==> src/rtl/rr_hold_arbiter16_pkg.sv <==
// Shared types and helpers for the 16-way hold/round-robin arbiter.
package arb_pkg;
  localparam int NUM_REQ = 16;
  localparam int IDX_W   = 4;

  typedef enum logic {IDLE, OWN} state_e;

  function automatic logic [NUM_REQ-1:0] onehot16(input logic [IDX_W-1:0] idx);
    onehot16 = NUM_REQ'(1) << idx;
  endfunction

  // 4-input priority cell: lowest set bit wins.
  function automatic logic [1:0] pri4(input logic [3:0] r);
    if (r[0])      pri4 = 2'd0;
    else if (r[1]) pri4 = 2'd1;
    else if (r[2]) pri4 = 2'd2;
    else           pri4 = 2'd3;
  endfunction
endpackage

==> src/rtl/rr_hold_arbiter16_if.sv <==
// Request/pointer in, winner out: the link between the arbiter FSM and its picker.
interface rr_hold_arbiter16_if;
  logic [15:0] req;
  logic [3:0]  ptr;
  logic        vld;
  logic [3:0]  idx;

  modport master (output req, ptr, input  vld, idx);
  modport slave  (input  req, ptr, output vld, idx);
endinterface

==> src/rtl/rr_hold_arbiter16_pick.sv <==
// Rotating priority encoder: rotate so ptr lands at bit 0, encode with four
// 4-input cells plus a group-level cell, then rotate the index back.
module rr_pick16
  import arb_pkg::*;
(
  rr_hold_arbiter16_if.slave p
);
  logic [15:0]      rot;
  logic [3:0]       gv;
  logic [3:0][1:0]  gi;
  logic [1:0]       gsel;

  assign rot = 16'({p.req, p.req} >> p.ptr);

  for (genvar g = 0; g < 4; g++) begin : g_cell
    assign gv[g] = |rot[4*g +: 4];
    assign gi[g] = pri4(rot[4*g +: 4]);
  end

  assign gsel  = pri4(gv);
  assign p.vld = |gv;
  assign p.idx = {gsel, gi[gsel]} + p.ptr;
endmodule

==> src/rtl/rr_hold_arbiter16.sv <==
// Round-robin arbiter with grant ownership, hold timeout and zero-bubble handover.
module rr_hold_arbiter16 #(
  parameter int NUM_REQ  = 16,
  parameter int MAX_HOLD = 15,
  parameter int CNT_W    = 8
) (
  input  logic               Clock_IN,
  input  logic               Reset_N_IN,
  input  logic               Enable_IN,
  input  logic [NUM_REQ-1:0] Request_IN,
  output logic               Request_OUT,
  output logic [NUM_REQ-1:0] Grant_OUT,
  output logic               Grant_Valid_OUT,
  output logic [3:0]         Grant_Index_OUT,
  output logic               Timeout_OUT
);
  import arb_pkg::*;

  localparam logic [CNT_W-1:0] MAXC = CNT_W'(MAX_HOLD);

  state_e             state_q;
  logic [3:0]         ptr_q, gidx_q;
  logic [CNT_W-1:0]   cnt_q;
  logic [NUM_REQ-1:0] grant_q;
  logic               gvld_q, to_q;
  logic               release_w;

  rr_hold_arbiter16_if pk ();
  rr_pick16 u_pick (.p(pk));

  // While owning, the re-pick excludes the owner and starts just past it.
  always_comb begin
    pk.req = Request_IN;
    pk.ptr = ptr_q;
    if (state_q == OWN) begin
      pk.req = Request_IN & ~onehot16(gidx_q);
      pk.ptr = gidx_q + 4'd1;
    end
  end

  assign release_w = !Request_IN[gidx_q] || (cnt_q == MAXC);

  always_ff @(posedge Clock_IN) begin
    if (!Reset_N_IN) begin
      state_q <= IDLE;
      ptr_q   <= '0;
      gidx_q  <= '0;
      cnt_q   <= '0;
      grant_q <= '0;
      gvld_q  <= 1'b0;
      to_q    <= 1'b0;
    end else begin
      to_q <= 1'b0;
      case (state_q)
        IDLE: begin
          if (Enable_IN && pk.vld) begin
            state_q <= OWN;
            grant_q <= onehot16(pk.idx);
            gidx_q  <= pk.idx;
            gvld_q  <= 1'b1;
            cnt_q   <= CNT_W'(1);
          end
        end
        OWN: begin
          if (!Enable_IN || release_w) begin
            ptr_q <= gidx_q + 4'd1;
            // Owner still requesting means the hold limit forced it out.
            to_q  <= Enable_IN && Request_IN[gidx_q];
            if (Enable_IN && pk.vld) begin
              grant_q <= onehot16(pk.idx);
              gidx_q  <= pk.idx;
              cnt_q   <= CNT_W'(1);
            end else begin
              state_q <= IDLE;
              grant_q <= '0;
              gidx_q  <= '0;
              gvld_q  <= 1'b0;
              cnt_q   <= '0;
            end
          end else if (cnt_q != MAXC) begin
            cnt_q <= cnt_q + CNT_W'(1);
          end
        end
        default: state_q <= IDLE;
      endcase
    end
  end

  assign Request_OUT     = |Request_IN;
  assign Grant_OUT       = grant_q;
  assign Grant_Valid_OUT = gvld_q;
  assign Grant_Index_OUT = gidx_q;
  assign Timeout_OUT     = to_q;
endmodule

==> config.mk <==
export PLATFORM = sky130hd
export DESIGN_NAME = rr_hold_arbiter16
export DESIGN_NICKNAME = d
export VERILOG_FILES = /design/src/rtl/rr_hold_arbiter16_pkg.sv /design/src/rtl/rr_hold_arbiter16_if.sv /design/src/rtl/rr_hold_arbiter16_pick.sv /design/src/rtl/rr_hold_arbiter16.sv
export SDC_FILE = /design/constraint.sdc
export NUM_CORES = 1
export LEC_CHECK = 0
export CORE_UTILIZATION = 45
export DETAILED_ROUTE_END_ITERATION = 10
export PLACE_DENSITY = 0.67
export SKIP_CTS_REPAIR_TIMING = 1
export SLEW_MARGIN = 5
export SYNTH_ARGS = -nofsm -noshare
export SYNTH_HDL_FRONTEND = slang
export SYNTH_SLANG_ARGS = --single-unit
==> constraint.sdc <==
create_clock -name Clock_IN -period 14.15 [get_ports Clock_IN]
set_clock_uncertainty 0.2 [all_clocks]
set_input_delay 2.1225 -clock Clock_IN [delete_from_list [all_inputs] [get_ports Clock_IN]]
set_output_delay 2.1225 -clock Clock_IN [all_outputs]
set_load 0.01 [all_outputs]
==> results.json <==
{
  "status": "complete, no violations",
  "first_iter_violations": 456,
  "grt_pass1_wl_um": 16000,
  "crit_path_max_fanout": 17,
  "maxSlewViolCount": 0,
  "syn_area_mm2": 0.00338,
  "antenna_found_initial": 0,
  "drtPass1Iterations": 5,
  "rsz0062_at_grt": "no",
  "antenna_cells": 0,
  "synth.area.mux_share": 0.0692,
  "path_depth": 15,
  "comb_power_share": 0.672,
  "nets": 470,
  "cts.htree.levels": 2,
  "portBuffers": 41,
  "grt_overflow": 0,
  "r2r-end": "Grant_OUT[15]",
  "synth_edf_count": 0,
  "cp_cell_sequence": "clkdlybuf4s50_1, o2111a_1, or2_1, o211ai_1, nand4_1, or2_2, or4_1, o221a_2, ha_1, a21o_1, nand3_1, a31o_1, a211o_1, a21oi_2, o31ai_1",
  "clk_path_buf_depth": 2,
  "end_kind": "flop",
  "p_leak_nw": 1.34,
  "power_frac_seq": 0.206,
  "peakVddDrop_mv": 0.0932,
  "die_area_mm2": 0.00787,
  "avgSynthCellArea_um2": 8.05,
  "cp.arrival_ns": 6.65,
  "cts_inserted_buffers": 5,
  "ant_nets": 0,
  "core_mm2": 0.00725,
  "clock-sinks": 35,
  "synth_nets": 450,
  "setup_viol": 0,
  "die_w_um": 88.7,
  "powerDensity_mw_per_mm2": 176,
  "hpwl_um": 7440,
  "synth_compound_area_frac": 0.243,
  "max_freq_ghz": 0.149,
  "grt_pass1_vias": 3180,
  "power_frac_clock": 0.122,
  "rrSetupSlack_ns": 7.63,
  "p_sw_frac": 0.500,
  "hold_end": "Grant_OUT[14]",
  "routedWlPerCell_um": 18.4,
  "die_h_um": 88.7,
  "wl_um": 9930,
  "timing.rr.start": "Grant_Index_OUT[0]",
  "synth_xor_area_frac": 0.0233,
  "place.gp.congestion": 0.915,
  "layout_commonest_cell": "nand3_1",
  "synth_top_family_by_area": "simple AND/OR/NAND/NOR gates",
  "period_needed_ns": 6.70,
  "ys.flop_type": "dfxtp_1",
  "viasPerCell": 6.54,
  "tns_ns": 0,
  "crit_slowest_cell": "a21oi_2",
  "floorplan.rows": 31,
  "critPathBufInv": 1,
  "insertion_delay_ns": 0.29,
  "relSlewSlack": 0.256,
  "tightest_slew_ns": 1.11,
  "synth-simple-area-share": 0.346,
  "drc": 0,
  "drive_gt1_frac": 0.0839,
  "worstSetupPathType": "in2reg",
  "synthArstFlopShare": 0,
  "ys_types": 73,
  "synth_warnings": 0,
  "hold_path.class": "reg2reg",
  "grt_max_degree": 26,
  "ys_ff_latch": 35,
  "hold_viol": 0,
  "drv_cap": 0,
  "grt.total_usage": 0.262,
  "synth_adder_area_share": 0.0459,
  "cts.clk_slew.worst_paths_ns": 0.07,
  "start_util": 0.466,
  "synth_cells": 420,
  "final_cell_mix": "nand3_1, clkdlybuf4s50_1, dfxtp_1, nand2_1, o211ai_1",
  "rr_worst_depth": 16,
  "switchingPower_mw": 0.339,
  "utilization": 0.530,
  "critical-path-top-delay-family": "compound AO/OA/AOI/OAI gates",
  "cpPeakStageDelay_ns": 0.60,
  "holdPathStages": 2,
  "worstHoldStart": "Grant_OUT[14]",
  "num_vias": 3531,
  "cts_tree": "yes",
  "fin_crit_sh": 0.474,
  "root_buffer": "clkbuf_8",
  "io_pins": 42,
  "critPathLaunchType": "input port",
  "p_int_mw": 0.339,
  "area_growth_pct": 13.7,
  "worstPathRequired_ns": 14.10,
  "yosysSeqAreaShare": 0.207
}
-- Yosys cell counts (6+ instances only) --
master	count	area, µm²
nand2b_1	6	37.5
inv_1	11	41.3
nand4_1	19	119
a32o_1	8	80.1
o211ai_1	23	173
buf_2	9	45.0
a21oi_1	14	70.1
nand3_1	66	330
ha_1	10	125
o2111ai_1	6	52.6
dfxtp_1	35	701
nand2_1	33	124
clkbuf_1	6	22.5
mux4_2	6	135
or3_1	6	37.5
nor3_1	8	40.0
o31ai_1	8	60.1
nor2_1	20	75.1
nor2b_1	7	43.8
nand3b_1	6	45.0
-- metrics by stage --
step,hold slack (ns),worst slack (ns),cells,area (µm²),power [mW]
after floorplan,0.255,8.30,420,3380,0.480
after global placement,0.239,7.27,532,3740,0.584
after detailed placement,0.243,7.22,532,3740,0.588
after CTS,0.262,7.50,540,3850,0.672
after global routing,0.277,7.15,540,3850,0.725
final,0.262,7.45,540,3850,0.678
-- power groups by stage --
stage / Combinational (mW) / Clock, mW / Sequential, mW
6_report: 0.455 / 0.0827 / 0.140
4_1_cts: 0.448 / 0.0838 / 0.140
2_1_floorplan: 0.346 / 0 / 0.134
3_5_place_dp: 0.446 / 0 / 0.142
3_3_place_gp: 0.443 / 0 / 0.141
5_1_grt: 0.493 / 0.0884 / 0.143
-- worst max-delay path by stage --
stage	to	from	slack [ns]
after CTS	Grant_OUT[15]	Request_IN[12]	7.50
after global placement	Grant_OUT[6]	Request_IN[0]	7.27
after global routing	Grant_OUT[15]	Request_IN[13]	7.15
after detailed placement	Grant_OUT[15]	Request_IN[1]	7.22
final	Grant_OUT[15]	Request_IN[0]	7.45
after floorplan	Grant_OUT[7]	Request_IN[8]	8.30
-- registers in the layout (all words and copies together), names as in the netlist --
name,cells
Grant_Index_OUT,4
Grant_OUT,16
Grant_Valid_OUT,1
Timeout_OUT,1
cnt_q,8
ptr_q,4
state_q,1
-- routing by layer --
layer | global-route usage | wire length (µm) | up-vias
li1 | - | - | 1677
met1 | 0.374 | 4510 | 1685
met2 | 0.401 | 4430 | 150
met3 | 0.0494 | 805 | 19
met4 | 0.0762 | 187 | 0
met5 | 0 | 0 | -
-- worst min-delay path: cells and delay by family, from the launching register on --
kind / cells / cell delay [ns]
flops: 1 / 0.32
simple gates: 1 / 0.05
compound gates: 1 / 0.05
-- cells by family (layout without fill, tap and decap cells) --
logic type / count (synthesis) / in the layout
compound gates: 103 / 103
xor+xnor: 9 / 9
fa+ha+maj: 12 / 12
buf+inv: 40 / 61
flops: 35 / 35
mux: 15 / 15
simple gates: 206 / 206
-- cell type report --
class / count / area, µm²
Inverter: 12 / 45.0
Fill cell: 719 / 3410
Clock inverter: 1 / 7.51
Timing Repair Buffer: 41 / 410
Clock buffer: 7 / 96.3
Tap cell: 99 / 124
Multi-Input combinational cell: 345 / 2460
Sequential cell: 35 / 701
(Power assumes the default switching activity.)
